--- src/rtl/tlc_stream_controller.sv ---
// rtl/tlc_stream_controller.sv - lockstep greyscale/config stream sequencer for TLC5957-class drivers
// Registered outputs (lat, sin) are computed from the next state so they line up with the tick they belong to.
module tlc_stream_controller #(
   parameter int NB_DRIVERS    = 30,
   parameter int NB_MUX        = 8,
   parameter int WORDS_PER_MUX = 16,
   parameter int WORD_BITS     = 48,
   parameter int BLANKING_TIME = 72,
   parameter int GCLK_IDLE_MAX = 512,
   parameter logic [WORD_BITS-1:0] DEFAULT_CONF = '0,
   localparam int MUX_W = (NB_MUX > 1) ? $clog2(NB_MUX) : 1
) (
   input  logic                             clk,
   input  logic                             rst,
   input  logic                             clk_enable,
   input  logic                             position_sync,
   input  logic                             conf_load,
   input  logic [WORD_BITS-1:0]             conf_data,
   input  logic                             data_valid,
   input  logic [NB_DRIVERS*WORD_BITS-1:0]  data_in,
   output logic                             data_ready,
   output logic                             driver_sclk,
   output logic                             driver_gclk,
   output logic                             driver_lat,
   output logic [NB_DRIVERS-1:0]            drivers_sin,
   output logic [MUX_W-1:0]                 mux_sel,
   output logic                             column_ready,
   output logic                             slice_done,
   output logic                             underrun,
   output logic                             sync_overrun
);

   localparam int M1     = (WORD_BITS + 1 > BLANKING_TIME) ? WORD_BITS + 1 : BLANKING_TIME;
   localparam int M2     = (M1 > GCLK_IDLE_MAX) ? M1 : GCLK_IDLE_MAX;
   localparam int M3     = (M2 > 15) ? M2 : 15;
   localparam int CNT_W  = $clog2(M3 + 1);
   localparam int WORD_W = (WORDS_PER_MUX > 1) ? $clog2(WORDS_PER_MUX) : 1;

   localparam logic [CNT_W-1:0]  FC_LAST   = CNT_W'(14);
   localparam logic [CNT_W-1:0]  CS_LAST   = CNT_W'(WORD_BITS);
   localparam logic [CNT_W-1:0]  CS_LAT    = CNT_W'(WORD_BITS - 4);
   localparam logic [CNT_W-1:0]  WF_LAST   = CNT_W'(4);
   localparam logic [CNT_W-1:0]  BL_LAST   = CNT_W'(BLANKING_TIME - 1);
   localparam logic [CNT_W-1:0]  SH_LAST   = CNT_W'(WORD_BITS - 1);
   localparam logic [CNT_W-1:0]  SH_LATGS  = CNT_W'(WORD_BITS - 3);
   localparam logic [CNT_W-1:0]  GIM       = CNT_W'(GCLK_IDLE_MAX);
   localparam logic [WORD_W-1:0] WORD_LAST = WORD_W'(WORDS_PER_MUX - 1);
   localparam logic [MUX_W-1:0]  ROW_LAST  = MUX_W'(NB_MUX - 1);

   typedef enum logic [2:0] {
      ST_IDLE, ST_FCWRTEN, ST_CONF_SHIFT, ST_WRTFC_WAIT,
      ST_WAIT_SLICE, ST_BLANKING, ST_PAUSE, ST_SHIFT
   } state_t;

   state_t              state, state_n;
   logic [CNT_W-1:0]    cnt, cnt_n;
   logic [WORD_W-1:0]   word_cnt, word_n;
   logic [MUX_W-1:0]    row, row_n;
   logic [WORD_BITS-1:0] shadow, conf_sh;
   logic                pending;
   logic [WORD_BITS-1:0] word_sh [NB_DRIVERS];

   logic pend_eff, shift_end, last_word, last_row, lat_n;

   assign pend_eff  = pending | conf_load;
   assign last_word = (word_cnt == WORD_LAST);
   assign last_row  = (row == ROW_LAST);
   assign shift_end = (state == ST_SHIFT) && (cnt == SH_LAST);

   assign driver_sclk = clk_enable & ((state == ST_FCWRTEN) ||
                                      (state == ST_CONF_SHIFT && cnt != '0) ||
                                      (state == ST_SHIFT));
   assign driver_gclk = clk_enable & ((state == ST_WAIT_SLICE && cnt < GIM) ||
                                      (state == ST_BLANKING && cnt != '0) ||
                                      (state == ST_PAUSE) || (state == ST_SHIFT));
   assign data_ready  = clk_enable & (state == ST_PAUSE) & data_valid;

   always_comb begin
      state_n = state;
      cnt_n   = cnt;
      word_n  = word_cnt;
      row_n   = row;
      case (state)
         ST_IDLE: begin
            state_n = pend_eff ? ST_FCWRTEN : ST_WAIT_SLICE;
            cnt_n   = '0;
         end
         ST_FCWRTEN: begin
            if (cnt == FC_LAST) begin state_n = ST_CONF_SHIFT; cnt_n = '0; end
            else cnt_n = cnt + 1'b1;
         end
         ST_CONF_SHIFT: begin
            if (cnt == CS_LAST) begin state_n = ST_WRTFC_WAIT; cnt_n = '0; end
            else cnt_n = cnt + 1'b1;
         end
         ST_WRTFC_WAIT: begin
            if (cnt == WF_LAST) begin state_n = ST_WAIT_SLICE; cnt_n = '0; end
            else cnt_n = cnt + 1'b1;
         end
         ST_WAIT_SLICE: begin
            if (position_sync) begin
               cnt_n = '0;
               if (pend_eff) state_n = ST_FCWRTEN;
               else begin state_n = ST_BLANKING; row_n = '0; end
            end else if (cnt < GIM) begin
               cnt_n = cnt + 1'b1;
            end
         end
         ST_BLANKING: begin
            if (cnt == BL_LAST) begin state_n = ST_PAUSE; cnt_n = '0; end
            else cnt_n = cnt + 1'b1;
         end
         ST_PAUSE: begin
            if (data_valid) begin state_n = ST_SHIFT; cnt_n = '0; end
         end
         ST_SHIFT: begin
            if (cnt == SH_LAST) begin
               cnt_n = '0;
               if (!last_word) begin
                  word_n  = word_cnt + 1'b1;
                  state_n = ST_PAUSE;
               end else begin
                  word_n = '0;
                  if (last_row) begin row_n = '0; state_n = ST_WAIT_SLICE; end
                  else begin row_n = row + 1'b1; state_n = ST_BLANKING; end
               end
            end else begin
               cnt_n = cnt + 1'b1;
            end
         end
         default: begin
            state_n = ST_IDLE;
            cnt_n   = '0;
         end
      endcase
   end

   // Single-pulse WRTGS, or 3-tick LATGS on the last word of a row
   assign lat_n = (state_n == ST_FCWRTEN) ||
                  (state_n == ST_CONF_SHIFT && cnt_n >= CS_LAT) ||
                  (state_n == ST_SHIFT && ((word_n == WORD_LAST) ? (cnt_n >= SH_LATGS)
                                                                 : (cnt_n == SH_LAST)));

   always_ff @(posedge clk) begin
      if (rst) begin
         state        <= ST_IDLE;
         cnt          <= '0;
         word_cnt     <= '0;
         row          <= '0;
         shadow       <= DEFAULT_CONF;
         conf_sh      <= '0;
         pending      <= 1'b1;
         driver_lat   <= 1'b0;
         drivers_sin  <= '0;
         mux_sel      <= '0;
         column_ready <= 1'b0;
         slice_done   <= 1'b0;
         underrun     <= 1'b0;
         sync_overrun <= 1'b0;
         for (int i = 0; i < NB_DRIVERS; i++) word_sh[i] <= '0;
      end else if (clk_enable) begin
         state        <= state_n;
         cnt          <= cnt_n;
         word_cnt     <= word_n;
         row          <= row_n;
         driver_lat   <= lat_n;
         column_ready <= shift_end && last_word;
         slice_done   <= shift_end && last_word && last_row;
         if (state_n == ST_BLANKING && state != ST_BLANKING) mux_sel <= row_n;
         if (state == ST_PAUSE && !data_valid) underrun <= 1'b1;
         if (position_sync && state != ST_WAIT_SLICE) sync_overrun <= 1'b1;

         // The running config shift uses a private copy; a later load keeps pending set
         if (state == ST_FCWRTEN && state_n == ST_CONF_SHIFT) begin
            conf_sh <= shadow;
            pending <= 1'b0;
         end
         if (conf_load) begin
            shadow  <= conf_data;
            pending <= 1'b1;
         end

         drivers_sin <= '0;
         if (state_n == ST_CONF_SHIFT && cnt_n != '0) begin
            drivers_sin <= {NB_DRIVERS{conf_sh[WORD_BITS-1]}};
            conf_sh     <= conf_sh << 1;
         end else if (state == ST_PAUSE && state_n == ST_SHIFT) begin
            for (int i = 0; i < NB_DRIVERS; i++) begin
               drivers_sin[i] <= data_in[i*WORD_BITS + WORD_BITS - 1];
               word_sh[i]     <= data_in[i*WORD_BITS +: WORD_BITS] << 1;
            end
         end else if (state == ST_SHIFT && state_n == ST_SHIFT) begin
            for (int i = 0; i < NB_DRIVERS; i++) begin
               drivers_sin[i] <= word_sh[i][WORD_BITS-1];
               word_sh[i]     <= word_sh[i] << 1;
            end
         end
      end
   end

endmodule

--- config.mk ---
export PLATFORM = sky130hd
export DESIGN_NAME = tlc_stream_controller
export DESIGN_NICKNAME = d
export VERILOG_FILES = /design/src/rtl/tlc_stream_controller.sv
export SDC_FILE = /design/constraint.sdc
export NUM_CORES = 2
export LEC_CHECK = 0
export CORE_AREA = 4 4 591 593
export DETAILED_ROUTE_END_ITERATION = 6
export DIE_AREA = 0 0 595 597
export PLACE_DENSITY = 0.48
export SLEW_MARGIN = 0
export SYNTH_ARGS = -nofsm -noshare
export SYNTH_HDL_FRONTEND = slang
export SYNTH_SLANG_ARGS = --single-unit
export TNS_END_PERCENT = 10
--- constraint.sdc ---
create_clock -name clk -period 32.8 [get_ports clk]
set_clock_uncertainty 0.2 [all_clocks]
set_input_delay 6.56 -clock clk [delete_from_list [all_inputs] [get_ports clk]]
set_output_delay 6.56 -clock clk [all_outputs]
set_load 0.03 [all_outputs]
### After elaboration in Yosys (flattened, before gate mapping)

Memories as Yosys holds them, arrays and structs flattened.
Index checks and enable logic that the tools add are counted.
W data, S select, Z words.

| storage, ports and cells | value |
|---|---|
| flip-flop bits (word level) | 155 |
| bits in latches | 0 |
| memory bits (writable) | 1410 |
| memory bits (read-only) | 0 |
| input bits | 1494 |
| word-level logic and storage cells | 253 |
| memories kept | 1 |

Memories:

| memory | words | bits a word | rd ports | clocked after memory_dff | wr ports | RTL line | text |
|---|---|---|---|---|---|---|---|
| word_sh | 30 | 47 | 30 | 0 | 30 | 61 | `logic [WORD_BITS-1:0] word_sh [NB_DRIVERS];` |

| cells by class | value |
|---|---|
| add/sub/neg operators | 3 |
| multiply operators | 0 |
| div/mod/pow operators | 0 |
| $lt $le $gt $ge | 3 |
| equal/unequal tests | 22 |
| shifts and indexed selects | 0 |
| multiplexer cells | 111 |
| bitwise gates (word level) | 65 |
| reductions and logical operators | 34 |

Operators by type and width:

| cell | number |
|---|---|
| $mux W47 | 60 |
| $mux W48 | 2 |
| $mux W30 | 3 |
| $mux W10 | 8 |
| $pmux W10 S8 | 1 |
| $or A1 B1 Y1 | 61 |
| $mux W3 | 14 |
| $eq A10 B6 Y1 const B | 3 |
| $pmux W3 S8 | 1 |
| $eq A3 B3 Y1 const B | 7 |
| $ge A10 B6 Y1 const B | 2 |
| $reduce_bool A10 Y1 | 2 |
| $mux W1 | 17 |
| $logic_and A1 B1 Y1 | 15 |
| $mux W4 | 3 |
| $reduce_and A2 Y1 | 6 |
| $add A10 B1 Y10 const B | 1 |
| $eq A10 B3 Y1 const B | 1 |
| $eq A10 B4 Y1 const B | 1 |
| $eq A10 B7 Y1 const B | 1 |
| $lt A10 B10 Y1 const B | 1 |
| $eq A3 B2 Y1 const B | 3 |
| $eq A4 B4 Y1 const B | 2 |
| $logic_or A1 B1 Y1 | 7 |
| 10 further kinds | 16 |

### Logic depth before layout (Yosys ltp)

| logic depth | value |
|---|---|
| depth after elaboration | 14 |
| mapped depth | 13 |

### Least setup slack after synthesis

Ideal clock, no wire load.

| timing | value |
|---|---|
| kind | input -> register |
| start point | input port data_valid |
| end point | memory word_sh[0][100] (netlist bit) (enable) |
| library setup time | 1.207 ns |
| arrival | 24.554 ns |
| required time | 31.393 ns |
| slack | 6.839 ns |
| stages | 7 |
| buffers on the path | 0 |
| cell sequence | nand2_1 -> a211oi_1 -> nor2_1 -> nand4_1 -> nand2_1 -> o41ai_2 -> nand2b_1 |

RTL lines:

| element | RTL line | text |
|---|---|---|
| from (decl) | 19 | `input logic data_valid,` |
| to (decl) | 61 |  |

### Final worst setup path

| timing | value |
|---|---|
| start point | input port data_valid |
| end point | output port data_ready |

| between the ends | value |
|---|---|
| longest elaborated chain between the ends | 1 |

Ends and longest elaborated chain:

| element | RTL line | text |
|---|---|---|
| $and A1 B1 Y1 | 76 | `assign data_ready = clk_enable & (state == ST_PAUSE) & data_valid;` |
| to (decl) | 21 | `output logic data_ready,` |

No other way between the ends.

==> flow_summary.toml <==
[worst_setup_path]
rr_endpoint = "word_sh[0][773]"
path_max_fanout = 18
reg2regPathDepth = 14
crit_path_start_kind = "primary input"
crit_chain = "clkdlybuf4s50_1 -> nand2_1 -> nor2_4 -> nand2_2 -> buf_4 -> inv_1 -> clkdlybuf4s50_1"
criticalPathCategory = "primary input to primary output"
crit_path_end_kind = "primary output"
timing.critical_path.slowest_stage_cell = "clkdlybuf4s50_1"
required_ns = 26.04
arrival_ns = 9.33
crit_top_cell = "clkdlybuf4s50_1"
max_stage_delay_ns = 0.88
r2r_slack_ns = 23.56
r2r_start = "cnt[6]"

[die]
ioPinCount = 1535
coreArea_mm2 = 0.345
start_util_pct = 18.5
die-width_um = 595
die_h_um = 597
rows = 216
dieArea_mm2 = 0.355

[global_routing]
grt_antenna_before_repair = 124
globalRouteOverflowTotal = 0
grt_pass1_wl_mm = 349
grt_max_degree = 174
grt.total_usage_pct = 13.5
grt_pass1_vias = 44700

[routing]
vias_per_cell = 4.32
first_iter_violations = 3849
drtAntennaViolNets = 0
vias = 44400
routed_wl_mm = 255
remaining_drc_errors = 0
routedWlPerCell_um = 24.8
drt-pass1-iter-count = 5

[clocking]
clock-sinks = 1565
cts_resized = 0
clockRootBuffer = "clkbuf_16"
htree_levels = 4
cts_tree = "built"
clk_pin_slew_ns = 0.05
cts_hold_buf = 0
cts_buffers = 189
clockBufferDepth = 4
postCtsSetupRepairBufs = 0
clock_latency_ns = 0.84

[yosys]
syn_inst = 4111
yosysMostFrequentCell = "edfxtp_1"
synth.top_cell.area_share_pct = 65.9
synth_warnings = 0
syn_area_mm2 = 0.0636
avgSynthCellArea_um2 = 15.5
synth_async_sr_flop_share_pct = 0
synth-seq-cells = 1565
synth_top_cells_by_count = "edfxtp_1 (1,396), a22o_1 (1,380), clkbuf_1 (236)"
ys_top_cells_by_area = "edfxtp_1 (66%), a22o_1 (19%), dfxtp_1 (5.3%)"
synth_edf_count = 1396
syn_nets = 5612
yosysSeqAreaShare_pct = 71.2
post-synth-top-area-cell = "edfxtp_1"
synth_cell_types = 73
synth_top_flop_cell = "edfxtp_1"

[sta]
slew-limit-headroom_pct = 20.6
finalSetupViolations = 0
worst_slew_pin_slew_ns = 1.19
period_share_pct = 49.1
hold_viol = 0
slew_viol_final = 0
max_freq_ghz = 0.0622
rsz0062_at_grt = "no"
min_period_ns = 16.09
setup_tns_ns = 0
hold_ws_ns = 0.256

[job]
maxCapViolations = 0

[cells_and_area]
syn_to_final_growth_pct = 41.1
drive_above_1_share_pct = 6.51
final.fill_count = 35300
nNetsFinal = 7001

[placed_design]
port_buffers = 1534
gp_congestion = 0.847
dpl.hpwl_mm = 185

[run_status]
status = "completed"

[worst_hold_path]
holdPathStages = 2
min_path_type = "register to register"
hold_start = "shadow[25]"
hold_path_end = "shadow[25]"

[pwr]
p_leak_nw = 30.8
vdd.ir_drop.worst_uv = 42.0
p_per_area_mw_per_mm2 = 52.1
==> registers in the layout, indices dropped and copies added (netlist names), 3 cells and up <==
signal       count
word_sh       1410
conf_sh         48
shadow          48
drivers_sin     30
cnt             10
word_cnt         4
mux_sel          3
row              3
state            3
==> placed cells by master, fill, tap and decap left out, types with 7 or more instances in the layout <==
master           instances
clkdlybuf4s50_1       1532
edfxtp_1              1396
a22o_1                1380
clkbuf_16              193
dfxtp_1                169
nor2_1                 167
nand2_1                151
a211oi_1                86
a21oi_1                 86
buf_4                   59
clkbuf_1                57
diode_2                 49
clkinv_1                39
a221oi_1                33
o221a_2                 27
o221a_1                 20
clkinv_2                19
nand3_1                 19
and2_1                  18
nor3_1                  13
bufinv_16               12
inv_1                   11
o21ai_0                 10
a31oi_1                  8
ha_1                     7
clkbuf_8                 7
==> area by class of cell <==
class                   count  area, um2  area share [%]
inverters                  13       50.0          0.0558
diodes                     49        123           0.137
well taps                4578       5730            6.38
repair buffers           1597      15900            17.7
multi-input cells        2134      16600            18.5
clock buffers             257       5140            5.73
clock inverters            88        865           0.964
flip-flops and latches   1565      45300            50.5
==> metal layers <==
layer	share of wire [%]	up-vias	track usage [%]
li1	-	19900	-
met3	9.1	412	5.15
met4	2.2	102	3.46
met5	0.27	-	0
met1	41	22300	16.5
met2	48	1654	22.3
==> how the worst max path moves through the flow <==
stage	depth (start not counted)	startpoint	end	slack, ns
global placement	7	data_valid	data_ready	16.61
floorplan	7	data_valid	word_sh[0][100]	6.84
finish	7	data_valid	data_ready	16.71
detailed placement	7	data_valid	data_ready	16.58
CTS	7	data_valid	data_ready	16.57
global route	7	data_valid	data_ready	16.50
==> where the power goes <==
part	internal [mW]	switching [mW]
registers	2.24	0.0375
logic	0.183	0.132
clock network	1.20	0.882
==> logic make-up after synthesis <==
group | count (synthesis) | share of synthesized area, %
compound gates | 1691 | 22.7
flops | 1565 | 71.2
simple gates | 427 | 2.95
buf+inv | 412 | 2.78
fa+ha+maj | 7 | 0.138
mux | 5 | 0.0787
xor+xnor | 4 | 0.0551
==> worst max-delay path: cells and delay by family <==
| kind | cells | cell delay, ns |
|---|---|---|
| simple gates | 3 | 0.45 |
| buf+inv | 4 | 2.25 |
==> metrics by stage <==
stage          util, %  setup slack [ns]  instances  area [um2]  power (mW)
2_1_floorplan        -              6.84       4111       63600        2.44
3_3_place_gp      24.3             16.61       9887       83600        2.63
3_5_place_dp      24.3             16.58       9887       83600        2.64
4_1_cts           26.0             16.57      10200       89600        4.75
5_1_grt           26.0             16.50      10300       89700        4.85
6_report          26.0             16.71      10300       89700        4.67
(Power assumes the default switching activity.)
